[config.mk]
export PLATFORM = sky130hd
export DESIGN_NAME = nr_div
export DESIGN_NICKNAME = d
export VERILOG_FILES = /design/src/rtl/nr_div_pkg.sv /design/src/rtl/nr_div_step.sv /design/src/rtl/nr_div.sv
export SDC_FILE = /design/constraint.sdc
export NUM_CORES = 1
export LEC_CHECK = 0
export CORE_ASPECT_RATIO = 1.75
export CORE_UTILIZATION = 52
export CTS_CLUSTER_DIAMETER = 40
export DETAILED_ROUTE_END_ITERATION = 16
export PLACE_DENSITY = 0.77
export SETUP_SLACK_MARGIN = 0.05
export SYNTH_ARGS = -nofsm -noshare
export SYNTH_HDL_FRONTEND = slang
export SYNTH_SLANG_ARGS = --single-unit
[constraint.sdc]
create_clock -name clk -period 2.19 [get_ports clk]
set_input_delay 0.657 -clock clk [delete_from_list [all_inputs] [get_ports clk]]
set_output_delay 0.657 -clock clk [all_outputs]
set_load 0.1 [all_outputs]
[src/rtl/nr_div_pkg.sv]
// Shared definitions for the non-restoring divider: controller states,
// default operand width and iteration-counter width.
package nr_div_pkg;

   localparam int DEF_WIDTH = 8;
   // Wide enough to count iterations for any WIDTH up to 255.
   localparam int CNT_W     = 8;

   typedef enum logic [2:0] {
      IDLE,
      ITER,
      FIX,
      OUT_Q,
      OUT_R
   } state_t;

endpackage

[src/rtl/nr_div_step.sv]
// One radix-2 non-restoring iteration: shift {A,quotient} left, then add or
// subtract the divisor depending on the sign of the old partial remainder.
module nr_div_step #(
   parameter int WIDTH = nr_div_pkg::DEF_WIDTH
) (
   input  logic [WIDTH:0]   a_in,
   input  logic [WIDTH-1:0] q_in,
   input  logic [WIDTH-1:0] m,
   output logic [WIDTH:0]   a_out,
   output logic [WIDTH-1:0] q_out
);

   logic [WIDTH:0] a_shift;
   logic [WIDTH:0] m_ext;

   assign a_shift = {a_in[WIDTH-1:0], q_in[WIDTH-1]};
   assign m_ext   = {1'b0, m};

   // The sign of the partial remainder before the shift selects the operation.
   assign a_out = a_in[WIDTH] ? (a_shift + m_ext) : (a_shift - m_ext);
   assign q_out = {q_in[WIDTH-2:0], ~a_out[WIDTH]};

endmodule

[src/rtl/nr_div.sv]
// Sequential unsigned non-restoring divider with fixed WIDTH+3 cycle latency;
// presents the quotient then the remainder on outbus, each qualified by valid.
module nr_div
   import nr_div_pkg::*;
#(
   parameter int WIDTH = DEF_WIDTH
) (
   input  logic             clk,
   input  logic             reset,
   input  logic             start,
   output logic             busy,
   input  logic [WIDTH-1:0] M,
   input  logic [WIDTH-1:0] Q,
   output logic [WIDTH-1:0] outbus,
   output logic             valid,
   output logic             dz
);

   state_t             state, next_state;
   logic [WIDTH:0]     a_reg, a_step;
   logic [WIDTH-1:0]   q_reg, q_step, m_reg;
   logic [CNT_W-1:0]   cnt;

   nr_div_step #(.WIDTH(WIDTH)) u_step (
      .a_in  (a_reg),
      .q_in  (q_reg),
      .m     (m_reg),
      .a_out (a_step),
      .q_out (q_step)
   );

   always_ff @(posedge clk or negedge reset) begin
      if (!reset) state <= IDLE;
      else        state <= next_state;
   end

   always_comb begin
      // NOTE: next_state gets a default before the case so no path leaves it unassigned (no latch).
      next_state = state;
      case (state)
         IDLE:    if (start) next_state = ITER;
         ITER:    if (cnt == CNT_W'(WIDTH - 1)) next_state = FIX;
         FIX:     next_state = OUT_Q;
         OUT_Q:   next_state = OUT_R;
         OUT_R:   next_state = IDLE;
         default: next_state = IDLE;
      endcase
   end

   // Outputs are registered so they change only on clock edges, except reset.
   always_ff @(posedge clk or negedge reset) begin
      if (!reset) begin
         // NOTE: sequential state uses non-blocking assignments so every register sees pre-edge values.
         a_reg  <= '0;
         q_reg  <= '0;
         m_reg  <= '0;
         cnt    <= '0;
         busy   <= 1'b0;
         valid  <= 1'b0;
         dz     <= 1'b0;
         outbus <= '0;
      end else begin
         case (state)
            IDLE: begin
               if (start) begin
                  m_reg <= M;
                  q_reg <= Q;
                  a_reg <= '0;
                  cnt   <= '0;
                  busy  <= 1'b1;
               end
            end
            ITER: begin
               a_reg <= a_step;
               q_reg <= q_step;
               cnt   <= cnt + CNT_W'(1);
            end
            FIX: begin
               if (a_reg[WIDTH]) a_reg <= a_reg + {1'b0, m_reg};
               outbus <= q_reg;
               valid  <= 1'b1;
               dz     <= (m_reg == '0);
            end
            OUT_Q: begin
               outbus <= a_reg[WIDTH-1:0];
            end
            OUT_R: begin
               outbus <= '0;
               valid  <= 1'b0;
               dz     <= 1'b0;
               busy   <= 1'b0;
            end
            default: ;
         endcase
      end
   end

endmodule

After elaboration in Yosys (flattened, before gate mapping)
Index checks and enable logic that the tools add are counted.
{"block": "word_totals", "reg_bits": 47, "in_bits": 19, "out_inout_bits": 11, "wordCells": 52}
{"block": "op_classes", "addsub": 4, "n_eq_ne": 8, "mux": 16, "n_bitwise": 1, "reduce_logical": 13}
{"operator": "case mux 8 bit (2 select lines)", "count": 2}
{"operator": "two-way mux 9 bit", "count": 3}
{"operator": "case mux 9 bit (3 select lines)", "count": 1}
{"operator": "case mux 8 bit (3 select lines)", "count": 1}
{"operator": "adder 9 x 8 -> 9 bit", "count": 2}
{"operator": "two-way mux 8 bit", "count": 2}
{"operator": "case mux 3 bit (4 select lines)", "count": 1}
{"operator": "AND reduction 2 bit", "count": 5}
{"operator": "subtractor 9 x 8 -> 9 bit", "count": 1}
{"operator": "adder 8 x 1 -> 8 bit (second input constant)", "count": 1}
{"operator": "equality test 8 x 3 -> 1 bit (second input constant)", "count": 1}
{"operator": "zero test 8 bit", "count": 1}
{"operator": "equality test 3 x 2 -> 1 bit (second input constant)", "count": 2}
{"operator": "two-way mux 3 bit", "count": 2}
{"operator": "!= test 2 bit (second input constant)", "count": 3}
{"operator": "case mux 1 bit (2 select lines)", "count": 3}
{"operator": "nonzero test 2 bit", "count": 3}
{"operator": "nonzero test 3 bit", "count": 2}
{"operator": "equality test 3 x 1 -> 1 bit (second input constant)", "count": 1}
{"operator": "equality test 3 bit (second input constant)", "count": 1}
{"operator": "zero test 3 bit", "count": 1}
{"operator": "AND reduction 3 bit", "count": 1}
{"operator": "two-way mux 1 bit", "count": 1}
{"operator": "inverter 1 bit", "count": 1}

Logic depth before layout (Yosys ltp)
Gate-level depths: netlist of the first run.
{"block": "logic_depth", "ltp_word": 4, "mapped_depth": 11}

By module
From an unflattened synthesis of the first run, not the netlist that was laid out.
{"block": "unflattened", "cells_unflattened": 345, "hier_area_um2": 3146.8}
{"module": "nr_div", "instances": 1, "cells_per_inst": 266, "area_per_inst_um2": 2537.4}
{"module": "nr_div_step", "instances": 1, "cells_per_inst": 79, "area_per_inst_um2": 609.3}

Worst setup path after synthesis of the first run
OpenSTA, ideal clock, no wires.
{"block": "synth_timing", "path_kind": "reg-to-reg", "start": "register m_reg[1]", "end": "register a_reg[7]", "setup_ns": 0.139, "arrival_ns": 2.149, "setup_slack_ns": -0.098, "stages_incl_launch_ff": 10, "path_buffers": 0, "synth_period_minus_slack_ns": 2.288, "path_cell_list": "dfrtp_1 -> inv_1 -> ha_1 -> mux2_2 -> ha_1 -> a211oi_1 -> o21bai_1 -> o211ai_1 -> mux2i_1 -> o2111ai_1"}
{"block": "synth_via", "elab_chain_len": 3, "word_cells_on_any_way": 6, "cone_classes": "add/sub (3); mux (3)"}
{"item": "start, declared", "line_no": "nr_div.sv:21", "text": "logic [WIDTH-1:0] q_reg, q_step, m_reg;"}
{"item": "start signal, assigned", "line_no": "nr_div.sv:56", "text": "m_reg <= '0;"}
{"item": "start signal, assigned", "line_no": "nr_div.sv:66", "text": "m_reg <= M;"}
{"item": "adder 9 x 8 -> 9 bit (tied with other cells)", "line_no": "nr_div.sv:79", "text": "if (a_reg[WIDTH]) a_reg <= a_reg + {1'b0, m_reg};"}
{"item": "two-way mux 9 bit (on tied branches)", "line_no": "nr_div.sv:79, nr_div_step.sv:20"}
{"item": "case mux 9 bit (3 select lines) (*)", "line_no": "nr_div.sv:63", "text": "case (state)"}
{"item": "end signal, assigned", "line_no": "nr_div.sv:74", "text": "a_reg <= a_step;"}
{"item": "end signal, assigned", "line_no": "nr_div.sv:79"}
{"item": "end, declared", "line_no": "nr_div.sv:20", "text": "logic [WIDTH:0] a_reg, a_step;"}
Every way passes the cells marked *; elsewhere a longest branch is shown, timed or not. The select of a mux whose other input is x is not followed.
A chain may end at the register's enable or synchronous reset.

Worst setup path after layout of the first run
Same ends and word-level chain as after synthesis.

==> results.md, run 1 <==
- The destination of the worst register-to-register timing path is a_reg[7]$_DFFE_PN0P_.
- At the worst endpoint, the required time is 2.38 ns.
- The initial standard-cell utilization of the core is 54.3%.
- Walking the worst path, the cells encountered are inv_2 -> ha_4 -> mux2_4 -> ha_4 -> a211oi_4 -> o21bai_2 -> o211ai_1 -> mux2i_1 -> o2111ai_1.
- In this run the register-to-register setup slack is -0.16 ns.
- Of the post-synthesis cell area, the dominant cell type holds 38.5%.
- The via count of the first global-routing pass is 2797.
- The clock latency reported for the late side of the worst-skew pair is 0.31 ns.
- The routed via count divided by cell count is 6.01.
- The post-detailed-placement half-perimeter wirelength is 5990 um.
- The peak-usage layer in the global routing report is met2.
- The most used flip-flop cell after synthesis is sky130_fd_sc_hd__dfrtp_1.
- The count of endpoints failing hold in the final timing report is 0.
- The library cell with the highest instance count after synthesis is sky130_fd_sc_hd__nand2_1.
- The run finished, with violations left.
- Synthesis inferred 47 register bits.
- The proportion of layout cells with a drive suffix above 1 is 27.4%.
- A synthesized cell averages 9.21 sq um.
- Counting along the longest clock path gives a buffer depth of 2.
- Counting every sink on the clock net gives 47.
- The floorplan step defined a die boundary enclosing 6200 sq um.
- The number of antenna diodes is 0.
- The area growth from synthesis to layout is 33.1%.
- The area of the mapped netlist is 3060 sq um.
- Setup repair after global routing could not meet its margin everywhere.
- The checks that failed: negative setup slack.
- The fraction of synthesis flops using an asynchronous set or reset pin is 100%.
- The critical path capture point type is a register.
- The instance count of the mapped netlist is 332.
- The area of the core region is 5630 sq um.
- For this run, global-route usage on met2 was measured as 49.5%.
- The maximum number of pins on one net before global-route repair is 48.
- Counting stages on the worst path, the most repeated cell is sky130_fd_sc_hd__ha_4.
- The max-slew violation count came to 0.
- The critical path startpoint category is a register.
- The worst register-to-register path begins at m_reg[1]$_DFFE_PN0P_.
- The flip-flop count of the largest register, all copies and words added is 9.
- The first global-routing pass estimated 13100 um of wire.
- The slowest stage cell on the critical path is sky130_fd_sc_hd__dfrtp_1.
- The number of enable-type register cells in the synthesized netlist is 0.
- The last weighted congestion value of the routability-driven placer is 0.888.
- Setup violations remaining at the end of the flow were counted as 6.
- During placement, the flow inserted port buffers numbering 29.
- For this block, the routed nets add up to 8550 um of wire.
- The worst clock skew is 0.0151 ns.
- The clock transition at the register clock pins on the worst setup and hold paths after CTS is 0.10 ns.
- In the global route stage, met1 resource usage came out at 32.9%.
- Sequential cells were found to cover 38.5% of the synthesized design area.
- The setup slack after layout is -0.157 ns.
- The final net count is 439.
- The number of placement rows is 36.
- In this run the worst path has a maximum fanout of 3.
- In this run the vertical extent of the chip is 103 um.
- The type of the most critical hold path is input port to asynchronous set/reset pin.
- The detail route stage leaves a number of antenna-violating nets equal to 0.
- At the pin with the least slew margin, the transition time is 0.693 ns.
- Summing over every cut layer, the via total after detailed routing is 2866.
- The top cell type by total area after synthesis is sky130_fd_sc_hd__dfrtp_1.
- The arrival time at the worst endpoint is 2.53 ns.
- The final-layout setup total negative slack is -0.564 ns.
- The TritonCTS clock tree is done.
- In the routed design, unresolved DRC markers number 0.
- The floorplan step set the die width to 60.0 um.
- The number of buffers inserted by hold repair at cts is 0.
- By count the netlist is led by sky130_fd_sc_hd__nand2_1 (52), sky130_fd_sc_hd__dfrtp_1 (47), sky130_fd_sc_hd__a21oi_1 (24).
- The largest single stage delay on the critical path is 0.45 ns.
- Across every metal layer, demand over resource in global routing totals 28.8%.
- The critical path launch point is m_reg[1]$_DFFE_PN0P_.
- In the post-synthesis netlist, the biggest area contributors are sky130_fd_sc_hd__dfrtp_1 (38%), sky130_fd_sc_hd__ha_1 (7.4%), sky130_fd_sc_hd__nand2_1 (6.4%).
- The number of top-level design ports is 30.
- The number of antenna violations at the first check in global routing is 0.
- The total congestion overflow is 0.
- The number of cells on the worst reg-to-reg path is 9.
- Clock tree synthesis selected as its root buffer the cell sky130_fd_sc_hd__clkbuf_8.
- The distinct cell type count of the synthesized netlist is 55.
- The first detailed-routing pass ran for 4 iterations.
- The number of violations of the max-capacitance limit is 0.
- In the final routed layout, each cell accounts on average for 17.9 um.
- CTS built an H-tree with a depth of 2.
- The met3 track demand over resource in global routing is 3.36%.
- The fmax is 0.426 GHz.
- Fill cells in the final layout number 415.
- The total clock buffers created by CTS is 5.
- The final critical-path share of the clock period is 107%.
- Before CTS, the worst setup slack after placement is -0.162 ns.
- The startpoint-to-endpoint class of the critical path is register to register.
- Headroom to the max-slew limit came out at 53.8%.
- The count of warnings emitted by yosys is 0.
- Synthesis produced a netlist with a net count of 371.
- The violation count after the first detailed-routing iteration is 170.
- The final critical delay including setup and external delays is 2.35 ns.
## worst max-delay path, delay by kind of cell (launching register included)
| kind | cells | cell delay [ns] |
|---|---|---|
| AOI/OAI and AO/OA | 4 | 0.74 |
| buffers and inverters | 1 | 0.08 |
| adders and majority gates | 2 | 0.46 |
| muxes | 2 | 0.50 |
| DFF | 1 | 0.45 |
## how the worst max path moves through the flow
stage                                end  slack, ns  depth (start not counted)
floorplan           q_reg[0]$_DFFE_PN0P_       0.05                          8
global placement    a_reg[7]$_DFFE_PN0P_      -0.07                          9
detailed placement  a_reg[7]$_DFFE_PN0P_      -0.16                          9
CTS                 a_reg[7]$_DFFE_PN0P_      -0.09                          9
global route        a_reg[7]$_DFFE_PN0P_      -0.27                          9
finish              a_reg[7]$_DFFE_PN0P_      -0.16                          9
## per-stage QoR
step | util [%] | hold slack (ns) | cells | area [sq um]
final | 72.3 | 0.298 | 477 | 4070
after global routing | 72.3 | 0.315 | 477 | 4070
after CTS | 70.4 | 0.325 | 472 | 3970
after detailed placement | 66.8 | 0.481 | 457 | 3760
after global placement | 66.8 | 0.476 | 457 | 3760
after floorplan | - | 0.361 | 332 | 3110
## layout by cell type, fill, tap and decap left out, types with 6 or more instances in the layout
master and instances:
sky130_fd_sc_hd__mux2_2 8, sky130_fd_sc_hd__o22ai_1 10, sky130_fd_sc_hd__clkdlybuf4s50_1 17, sky130_fd_sc_hd__nor3_1 6, sky130_fd_sc_hd__ha_1 13, sky130_fd_sc_hd__nand2b_1 8, sky130_fd_sc_hd__o21ai_0 13, sky130_fd_sc_hd__inv_1 6
sky130_fd_sc_hd__xor2_1 10, sky130_fd_sc_hd__nand2_1 52, sky130_fd_sc_hd__nor2_1 17, sky130_fd_sc_hd__a21oi_1 19, sky130_fd_sc_hd__dfrtp_1 46, sky130_fd_sc_hd__a22oi_1 9, sky130_fd_sc_hd__buf_12 10, sky130_fd_sc_hd__buf_4 48
sky130_fd_sc_hd__o21ai_1 9
## layout make-up
class	count	area [sq um]	area share, %
Sequential cell	47	1180	28.9
Inverter	8	30.0	0.738
Tap cell	76	95.1	2.34
Multi-Input combinational cell	260	1880	46.1
Clock buffer	6	72.6	1.78
Timing Repair Buffer	78	758	18.6
Clock inverter	2	60.1	1.48
## per-layer routing
layer | vias to the layer above | wire length, um
met2 | 97 | 4480
met1 | 1391 | 3320
met4 | 0 | 460
met3 | 38 | 300
met5 | - | 0
li1 | 1340 | -
## kinds of logic (layout without fill, tap and decap cells)
| family | Yosys count | count (layout) | synth area share (%) |
|---|---|---|---|
| buffers and inverters | 25 | 94 | 4.75 |
| and+or+nand+nor | 112 | 112 | 18.4 |
| AOI/OAI and AO/OA | 101 | 101 | 21.1 |
| adders and majority gates | 20 | 20 | 8.68 |
| xor gates and xnor gates | 14 | 14 | 4.01 |
| DFF | 47 | 47 | 38.5 |
| muxes | 13 | 13 | 4.63 |
## what timing repair did
action	CTS	global route
gates resized for setup	10	16
cloned	0	0
pin swaps	15	14
setup buffers	7	5
setup endpoints to repair	5	7
Power of run 1 is left out: the tool's default activity adds up to more than one toggle a clock period on the data nets, which glitch-free logic cannot reach.
==> inputs of run 2 (changes only) <==
CAP_MARGIN = 25   (was unset)
==> results of run 2 <==
No change in the layout: final DEF, timing and power equal those of run 1.
Power of run 2 is left out for the same reason.
